<file path="src/rtl/mem_bus_arbiter_pkg.sv">
// Shared constants and encodings for the two-master data-bus arbiter.
// Address windows, bus widths, slave-select and master-id encodings.
package mem_bus_arbiter_pkg;

  localparam int BUS_ADDR_W = 32;
  localparam int BUS_DATA_W = 32;

  localparam logic [31:0] MEM_END_DEF   = 32'h0000_07FF;
  localparam logic [31:0] TIM_BASE_DEF  = 32'h0000_1000;
  localparam logic [31:0] TIM_END_DEF   = 32'h0000_100F;
  localparam logic [31:0] UART_BASE_DEF = 32'h0000_1010;
  localparam logic [31:0] UART_END_DEF  = 32'h0000_101F;

  typedef enum logic [1:0] {
    SEL_NONE = 2'b00,
    SEL_MEM  = 2'b01,
    SEL_TIM  = 2'b10,
    SEL_UART = 2'b11
  } slave_sel_e;

  typedef enum logic {
    OWN_M0 = 1'b0,
    OWN_M1 = 1'b1
  } master_e;

  function automatic logic is_mapped(input slave_sel_e sel);
    return (sel != SEL_NONE);
  endfunction

endpackage

</file>
<file path="src/rtl/mem_bus_arbiter_bus_addr_decode.sv">
// Combinational byte-address to slave-select decoder.
// Every window is inclusive at both ends; memory starts at address 0.
module bus_addr_decode
  import mem_bus_arbiter_pkg::*;
#(
  parameter int                ADDR_W    = BUS_ADDR_W,
  parameter logic [ADDR_W-1:0] MEM_END   = ADDR_W'(MEM_END_DEF),
  parameter logic [ADDR_W-1:0] TIM_BASE  = ADDR_W'(TIM_BASE_DEF),
  parameter logic [ADDR_W-1:0] TIM_END   = ADDR_W'(TIM_END_DEF),
  parameter logic [ADDR_W-1:0] UART_BASE = ADDR_W'(UART_BASE_DEF),
  parameter logic [ADDR_W-1:0] UART_END  = ADDR_W'(UART_END_DEF)
) (
  input  logic [ADDR_W-1:0] addr_i,
  output slave_sel_e        sel_o
);

  always_comb begin
    sel_o = SEL_NONE;
    if (addr_i <= MEM_END) begin
      sel_o = SEL_MEM;
    end else if ((addr_i >= TIM_BASE) && (addr_i <= TIM_END)) begin
      sel_o = SEL_TIM;
    end else if ((addr_i >= UART_BASE) && (addr_i <= UART_END)) begin
      sel_o = SEL_UART;
    end else begin
      sel_o = SEL_NONE;
    end
  end

endmodule

</file>
<file path="src/rtl/mem_bus_arbiter.sv">
// Round-robin arbiter and slave router for two data-side masters.
// Grants are combinational; read data returns to the issuing master one cycle later.
module mem_bus_arbiter
  import mem_bus_arbiter_pkg::*;
#(
  parameter int                ADDR_W    = BUS_ADDR_W,
  parameter int                DATA_W    = BUS_DATA_W,
  parameter logic [ADDR_W-1:0] MEM_END   = ADDR_W'(MEM_END_DEF),
  parameter logic [ADDR_W-1:0] TIM_BASE  = ADDR_W'(TIM_BASE_DEF),
  parameter logic [ADDR_W-1:0] TIM_END   = ADDR_W'(TIM_END_DEF),
  parameter logic [ADDR_W-1:0] UART_BASE = ADDR_W'(UART_BASE_DEF),
  parameter logic [ADDR_W-1:0] UART_END  = ADDR_W'(UART_END_DEF)
) (
  input  logic              clk,
  input  logic              rst,
  input  logic              m0_req,
  input  logic              m0_we,
  input  logic [ADDR_W-1:0] m0_addr,
  input  logic [DATA_W-1:0] m0_wdata,
  input  logic              m1_req,
  input  logic              m1_we,
  input  logic [ADDR_W-1:0] m1_addr,
  input  logic [DATA_W-1:0] m1_wdata,
  output logic              m0_gnt,
  output logic              m1_gnt,
  output logic [DATA_W-1:0] m0_rdata,
  output logic [DATA_W-1:0] m1_rdata,
  output logic              m0_rvalid,
  output logic              m1_rvalid,
  output logic              s_enable,
  output logic              s_w_enable,
  output logic              s_r_enable,
  output logic [ADDR_W-1:0] s_w_addr,
  output logic [ADDR_W-1:0] s_r_addr,
  output logic [DATA_W-1:0] s_w_data,
  input  logic [DATA_W-1:0] mem_r_data,
  input  logic [DATA_W-1:0] tim_r_data,
  input  logic [DATA_W-1:0] uart_r_data,
  output logic              unmapped_o
);

  logic              gnt0_s, gnt1_s, any_gnt_s, we_s, hit_s;
  logic [ADDR_W-1:0] addr_s;
  logic [DATA_W-1:0] wdata_s, rdata_mux_s;
  slave_sel_e        sel_s, rsel_q, rsel_d;
  master_e           last_q, last_d, rown_q, rown_d;
  logic              rvalid_q, rvalid_d, unmapped_q, unmapped_d;

  // Grant selection and routing of the winning master's request; reset forces idle.
  always_comb begin
    gnt0_s = 1'b0;
    gnt1_s = 1'b0;
    if (rst) begin
      gnt0_s = 1'b0;
      gnt1_s = 1'b0;
    end else if (m0_req && m1_req) begin
      gnt0_s = (last_q == OWN_M1);
      gnt1_s = (last_q == OWN_M0);
    end else begin
      gnt0_s = m0_req;
      gnt1_s = m1_req;
    end
    any_gnt_s = gnt0_s | gnt1_s;
    if (gnt1_s) begin
      addr_s  = m1_addr;
      we_s    = m1_we;
      wdata_s = m1_wdata;
    end else if (gnt0_s) begin
      addr_s  = m0_addr;
      we_s    = m0_we;
      wdata_s = m0_wdata;
    end else begin
      addr_s  = '0;
      we_s    = 1'b0;
      wdata_s = '0;
    end
  end

  bus_addr_decode #(
    .ADDR_W    (ADDR_W),
    .MEM_END   (MEM_END),
    .TIM_BASE  (TIM_BASE),
    .TIM_END   (TIM_END),
    .UART_BASE (UART_BASE),
    .UART_END  (UART_END)
  ) u_decode (
    .addr_i (addr_s),
    .sel_o  (sel_s)
  );

  // Slave strobes and next-state of the round-robin pointer and read-return pipeline.
  always_comb begin
    hit_s      = is_mapped(sel_s);
    m0_gnt     = gnt0_s;
    m1_gnt     = gnt1_s;
    s_w_enable = any_gnt_s & we_s & hit_s;
    s_r_enable = any_gnt_s & ~we_s & hit_s;
    s_enable   = any_gnt_s & (sel_s == SEL_MEM);
    s_w_addr   = addr_s;
    s_r_addr   = addr_s;
    s_w_data   = wdata_s;
    last_d     = last_q;
    if (any_gnt_s) begin
      last_d = gnt1_s ? OWN_M1 : OWN_M0;
    end else begin
      last_d = last_q;
    end
    rvalid_d = any_gnt_s & ~we_s;
    if (rvalid_d) begin
      rsel_d = sel_s;
      rown_d = gnt1_s ? OWN_M1 : OWN_M0;
    end else begin
      rsel_d = SEL_NONE;
      rown_d = rown_q;
    end
    unmapped_d = any_gnt_s & ~hit_s;
  end

  // Arbiter state: last-granted pointer plus the one-deep read-return pipeline.
  always_ff @(posedge clk) begin
    if (rst) begin
      last_q     <= OWN_M1;
      rsel_q     <= SEL_NONE;
      rown_q     <= OWN_M0;
      rvalid_q   <= 1'b0;
      unmapped_q <= 1'b0;
    end else begin
      last_q     <= last_d;
      rsel_q     <= rsel_d;
      rown_q     <= rown_d;
      rvalid_q   <= rvalid_d;
      unmapped_q <= unmapped_d;
    end
  end

  // Read return: steer selected slave data to the owner; reset masks any pending return.
  always_comb begin
    case (rsel_q)
      SEL_MEM:  rdata_mux_s = mem_r_data;
      SEL_TIM:  rdata_mux_s = tim_r_data;
      SEL_UART: rdata_mux_s = uart_r_data;
      default:  rdata_mux_s = '0;
    endcase
    m0_rvalid  = rvalid_q & ~rst & (rown_q == OWN_M0);
    m1_rvalid  = rvalid_q & ~rst & (rown_q == OWN_M1);
    m0_rdata   = m0_rvalid ? rdata_mux_s : '0;
    m1_rdata   = m1_rvalid ? rdata_mux_s : '0;
    unmapped_o = unmapped_q & ~rst;
  end

endmodule

</file>
<file path="config.mk">
export PLATFORM = sky130hd
export DESIGN_NAME = mem_bus_arbiter
export DESIGN_NICKNAME = d
export VERILOG_FILES = /design/src/rtl/mem_bus_arbiter_pkg.sv /design/src/rtl/mem_bus_arbiter_bus_addr_decode.sv /design/src/rtl/mem_bus_arbiter.sv
export SDC_FILE = /design/constraint.sdc
export NUM_CORES = 1
export LEC_CHECK = 0
export ABC_CLOCK_PERIOD_IN_PS = 4160
export CORE_AREA = 2 2 155 157
export DETAILED_ROUTE_END_ITERATION = 12
export DIE_AREA = 0 0 157 159
export PLACE_DENSITY = 0.54
export SETUP_SLACK_MARGIN = 0.2
export SYNTH_ARGS = -nofsm -noshare
export SYNTH_HDL_FRONTEND = slang
export SYNTH_SLANG_ARGS = --single-unit
export TNS_END_PERCENT = 100
</file>
<file path="constraint.sdc">
create_clock -name clk -period 4.16 [get_ports clk]
set_input_delay 1.248 -clock clk [delete_from_list [all_inputs] [get_ports clk]]
set_output_delay 1.248 -clock clk [all_outputs]
set_load 0.02 [all_outputs]
</file>
==> flow_summary.toml, run 1 <==
[global_route]
antenna_found_initial = 0
grtUsageTotal_pct = 13.8
grt_overflow = 0
grt_max_degree = 34
first_global_vias = 4377
grt_pass1_wl_um = 26500

[cells_and_area]
area_growth_pct = 193
num-nets-final = 976
drive_above_1_share_pct = 30.9
diodes = 0
finalInstanceArea_sq_um = 6870

[detailed_routing]
vias_per_cell = 4.04
vias = 4298
drt_iter0_drc = 170
postRouteAntennaNets = 0
routed_wl_um = 18600
route.detailed.drc = 0
met1Wirelength_um = 7130
wl_per_cell_um = 17.5
dr.pass1.iters = 4
wl_met2_um = 9470
wl_met3_um = 1790
highest_layer = "met4"

[critical_path]
reg2reg_from = "last_q$_SDFFE_PP1P_"
worstPathCellList = "buf_6 > or4_4 > and3_4 > nor4_4 > nor4b_4 > nor2_2 > buf_6 > nor3b_4 > buf_6"
startpoint_type = "input port"
cpMaxStageDelayCell = "or4_4"
crit_fanout = 2
critPathMaxStageDelay_ps = 550
crit_buf_inv = 3
crit_path_frequent_cell = "buf_6"
criticalPathCategory = "in2out"
end_kind = "output port"
crit_family = "simple AND/OR/NAND/NOR gates"
required_ps = 2910
crit_start = "m1_addr[5]"
arrival_ps = 3080

[timing]
fin_ws_ps = -172
fin_crit_ps = 4330
period_share_pct = 104
rsz0062_at_grt = "yes"
hold_violations = 0
tightest_slew_ps = 344
hold_ws_ps = 555
slew_violations = 0
max_freq_mhz = 231
finClkSkew_ps = 1.85
maxSlewHeadroom_pct = 76.8
setup_viol = 2

[die]
io_pins = 398
start_util_pct = 10.1
floorplan.rows = 56
core_area_sq_um = 23200
dieArea_sq_um = 25000
die_height_um = 159
dieWidth_um = 157

[cts]
path_clk_slew_ps = 30
htreeDepth = 1
insertion_delay_ps = 230
cts_buffers = 3
hold_buffers = 0
clock-sinks = 6
clockBufferDepth = 2
cts_tree = "built"
cts_root_buf = "clkbuf_16"

[yosys]
synth_edf_count = 0
syn_area_sq_um = 2340
yosys-top-cells-area = "a22o_1, mux2_2, nor2_1, a22oi_1, buf_4"
ys_warn_count = 0
syn_area_per_cell_sq_um = 6.92
synth_top_cell_by_area = "a22o_1"
synth-async-reset-ratio_pct = 0
synthTopCellsByCount = "nor2_1, a22o_1, a22oi_1, buf_4, mux2_2"
synth-seq-cells = 6
synth.most_common_cell = "nor2_1"
syn_nets = 569
netlist_instances = 339
ys_seq_area_share_pct = 5.12
synth.top_cell.area_share_pct = 15.7
ys_dominant_reg_cell = "dfxtp_1"
synth_cell_types = 33

[pwr]
p_clk_share_pct = 17.6
p_sw_uw = 307
p_int_uw = 563
p_sw_share_pct = 35.3
pwr-share-seq_pct = 7.3
ir_worst_vdd_mv = 0.0885
p_leak_uw = 0.00306
p_comb_share_pct = 75.1
p_per_area_nw_per_um2 = 127

[run_status]
violations = "setup timing"
status = "finished with violations"

[worst_hold_path]
holdCritPathClass = "reg2reg"
hold_path.startpoint = "rown_q$_SDFFE_PP0P_"

[placement]
place_area_sq_um = 6920
portBuffers = 397
dp_hpwl_um = 15700
gp_congestion = 0.806

[flow_run]
drv_cap = 0
## worst min-delay path, delay by kind of cell (launching register included)
family           cells  cell delay (ps)
AO/OA/AOI/OAI        1               80
flip-flops           1              350
AND/OR/NAND/NOR      1               80
## cells by family (layout without fill, tap and decap cells)
logic type / count (synthesis) / after routing / synth area share, %
mux: 32 / 32 / 15.4
compound gates: 109 / 109 / 37.9
buf+inv: 73 / 478 / 17.3
simple gates: 119 / 119 / 24.3
flops: 6 / 6 / 5.12
## registers in the layout (all words and copies together) (netlist names)
| signal | cells |
|---|---|
| last_q | 1 |
| rown_q | 1 |
| rsel_q | 2 |
| rvalid_q | 1 |
| unmapped_q | 1 |
## cell usage in the layout, fill, tap and decap left out, types with 12 or more instances in the layout
master,Yosys,layout
clkdlybuf4s50_1,0,216
buf_6,0,12
dlygate4sd2_1,0,70
mux2_2,32,32
a22oi_1,34,34
nor2_1,83,81
buf_4,33,66
clkdlybuf4s15_1,0,15
a22o_1,42,40
clkbuf_2,0,61
## area by class of cell
cell class | count | area (sq um)
repair buffers | 471 | 4230
well taps | 319 | 399
inverters | 4 | 15.0
multi-input cells | 260 | 2030
flip-flops and latches | 6 | 120
clock buffers | 3 | 75.1
fillers | 2560 | 16300
## power by group through the flow
stage | Clock [uW] | Combinational [uW] | Sequential, uW
5_1_grt | 163 | 697 | 64.1
4_1_cts | 156 | 662 | 63.5
3_5_place_dp | 0 | 669 | 64.1
6_report | 153 | 654 | 63.5
2_1_floorplan | 0 | 250 | 63.2
3_3_place_gp | 0 | 668 | 64.1
## repair_timing
action	in CTS	in global routing
setup buffers	8	0
gates resized for setup	259	146
gates cloned	3	0
endpoints found under the setup margin	167	111
pin swaps	11	5
## per-stage QoR
| step | total power (uW) | util (%) | cells | setup TNS, ps | setup slack (ps) |
|---|---|---|---|---|---|
| global route | 924 | 29.6 | 1063 | -497 | -266 |
| floorplan | 313 | - | 339 | 0 | 128 |
| finish | 871 | 29.6 | 1063 | -255 | -172 |
| CTS | 881 | 30.5 | 1063 | -181 | -164 |
| global placement | 732 | 29.8 | 1049 | -51670 | -852 |
| detailed placement | 733 | 29.8 | 1049 | -52920 | -872 |
## worst paths after layout
kind	depth (start not counted)	slack [ps]	endpoint
min reg2reg	2	550	rown_q$_SDFFE_PP0P_
max	9	-170	s_r_enable
max reg2reg	8	2160	unmapped_q$_SDFF_PP0_
min	2	550	rown_q$_SDFFE_PP0P_
## metal layers
| layer | global-route usage (%) | vias up |
|---|---|---|
| li1 | - | 2049 |
| met1 | 15.9 | 1978 |
| met2 | 26.2 | 261 |
| met3 | 3.38 | 10 |
| met4 | 1.79 | 0 |
| met5 | 0 | - |
No activity file was read; power rests on OpenSTA's default activity.
==> run 2, diff against run 1 <==
Settings changed: RECOVER_POWER from default to 25.
==> flow_summary.toml, run 2 (synthesized netlist as in run 1, its figures left out) <==
[cells_and_area]
largest_reg_flops = 2
drive_above_1_share_pct = 30.1
layout_common_cells = "clkdlybuf4s50_1, nor2_1, dlygate4sd2_1"
num-nets-final = 976
regMostFlops = "rsel_q"
diodes = 0
layout_commonest_cell = "clkdlybuf4s50_1"
finish.utilization_pct = 29.2
area_growth_pct = 189
stdcell_count = 1063
n_fill_cell = 2580

[cts]
insertion_delay_ps = 230
clock-sinks = 6
cts_tree = "built"
htreeDepth = 1
cts_buffers = 3
hold_buffers = 0
cts_root_buf = "clkbuf_16"
path_clk_slew_ps = 30
clockBufferDepth = 2

[critical_path]
ff2ff_setup_slack_ps = 2000
arrival_ps = 3080
startpoint_type = "input port"
crit_fanout = 2
critPathMaxStageDelay_ps = 540
reg2reg_depth = 10
criticalPathCategory = "in2out"
end_kind = "output port"
crit_family = "simple AND/OR/NAND/NOR gates"
worstPathCellList = "buf_6 > or4_4 > and3_4 > nor4_4 > nor4b_4 > nor2_2 > buf_6 > nor3b_4 > buf_6"
crit_path_frequent_cell = "buf_6"
required_ps = 2910
reg2reg_from = "last_q$_SDFFE_PP1P_"
cpMaxStageDelayCell = "or4_4"
crit_buf_inv = 3
r2r_end = "rsel_q[0]$_SDFF_PP0_"

[die]
core_area_sq_um = 23200
dieWidth_um = 157
die_height_um = 159
io_pins = 398
dieArea_sq_um = 25000
start_util_pct = 10.1
floorplan.rows = 56

[detailed_routing]
dr.pass1.iters = 4
route.detailed.drc = 0
drt_iter0_drc = 181
vias = 4285
wl_per_cell_um = 17.4
postRouteAntennaNets = 0
vias_per_cell = 4.03
routed_wl_um = 18500

[global_route]
grt_pass1_wl_um = 26500
grt_max_degree = 34
grt_overflow = 0
first_global_vias = 4377
antenna_found_initial = 0
grtUsageTotal_pct = 13.8

[timing]
hold_violations = 0
period_share_pct = 104
fin_ws_ps = -168
setup_viol = 2
slew_violations = 0
tightest_slew_ps = 379
finClkSkew_ps = 1.80
fin_crit_ps = 4330
maxSlewHeadroom_pct = 74.7
rsz0062_at_grt = "yes"
max_freq_mhz = 231

[worst_hold_path]
holdCritPathClass = "reg2reg"
holdPathStages = 2
hold_end = "rown_q$_SDFFE_PP0P_"
hold_path.startpoint = "rown_q$_SDFFE_PP0P_"

[pwr]
pwr-share-seq_pct = 7.4
p_sw_uw = 307
p_comb_share_pct = 74.9
ir_worst_vdd_mv = 0.0885
p_clk_share_pct = 17.8
p_leak_uw = 0.00290
p_per_area_nw_per_um2 = 127
p_int_uw = 555
p_sw_share_pct = 35.6

[placement]
gp_congestion = 0.806
dp.cells = 1049
portBuffers = 397
dp_hpwl_um = 15700

[run_status]
status = "finished with violations"
violations = "setup timing"

[flow_run]
drv_cap = 0
## run 2: power groups by stage
stage,Combinational (uW),Sequential (uW),Clock (uW)
2_1_floorplan,250,63.2,0
3_3_place_gp,668,64.1,0
3_5_place_dp,669,64.1,0
4_1_cts,662,63.5,156
5_1_grt,688,64.1,163
6_report,645,63.5,153
## run 2: worst max path at each step
stage	from	endpoint	depth (start not counted)
after floorplan	m1_addr[8]	s_r_enable	6
after global placement	m1_addr[8]	s_w_enable	8
after detailed placement	m1_addr[8]	s_w_enable	8
after CTS	m1_addr[11]	s_r_enable	9
after global routing	m1_addr[5]	s_r_enable	9
final	m1_addr[5]	s_r_enable	9
## run 2: through the flow
stage	total power [uW]	setup TNS (ps)	hold WS, ps	setup slack [ps]	instance area (sq um)
floorplan	313	0	478	128	2390
global placement	732	-51670	538	-852	6920
detailed placement	733	-52920	534	-872	6920
CTS	881	-181	549	-164	7080
global route	915	-516	628	-266	6780
finish	862	-247	555	-168	6780
## run 2: layout make-up
cell class | count | area, sq um | area share (%)
well taps | 319 | 399 | 5.89
flip-flops and latches | 6 | 120 | 1.77
repair buffers | 471 | 4140 | 61.1
clock buffers | 3 | 75.1 | 1.11
multi-input cells | 260 | 2020 | 29.9
inverters | 4 | 15.0 | 0.222
## run 2: layer usage
metal  global-route usage [%]  vias to the layer above  share of wire (%)
li1                         -                     2051                  -
met1                     15.9                     1979                 39
met2                     26.2                      245                 51
met3                     3.38                       10                9.4
met4                     1.79                        0               0.86
met5                        0                        -                  0
## run 2: tightest hold or removal path, cell delays in order, from the launching register on
cell	delay, ps
dfxtp_1	350
a22oi_1	80
nor2_1	80
## run 2: repair_timing
item / CTS / global route
setup endpoints to repair: 167 / 111
pin swaps: 11 / 5
resized for setup: 259 / 146
setup buffers: 8 / 0
cloned: 3 / 0
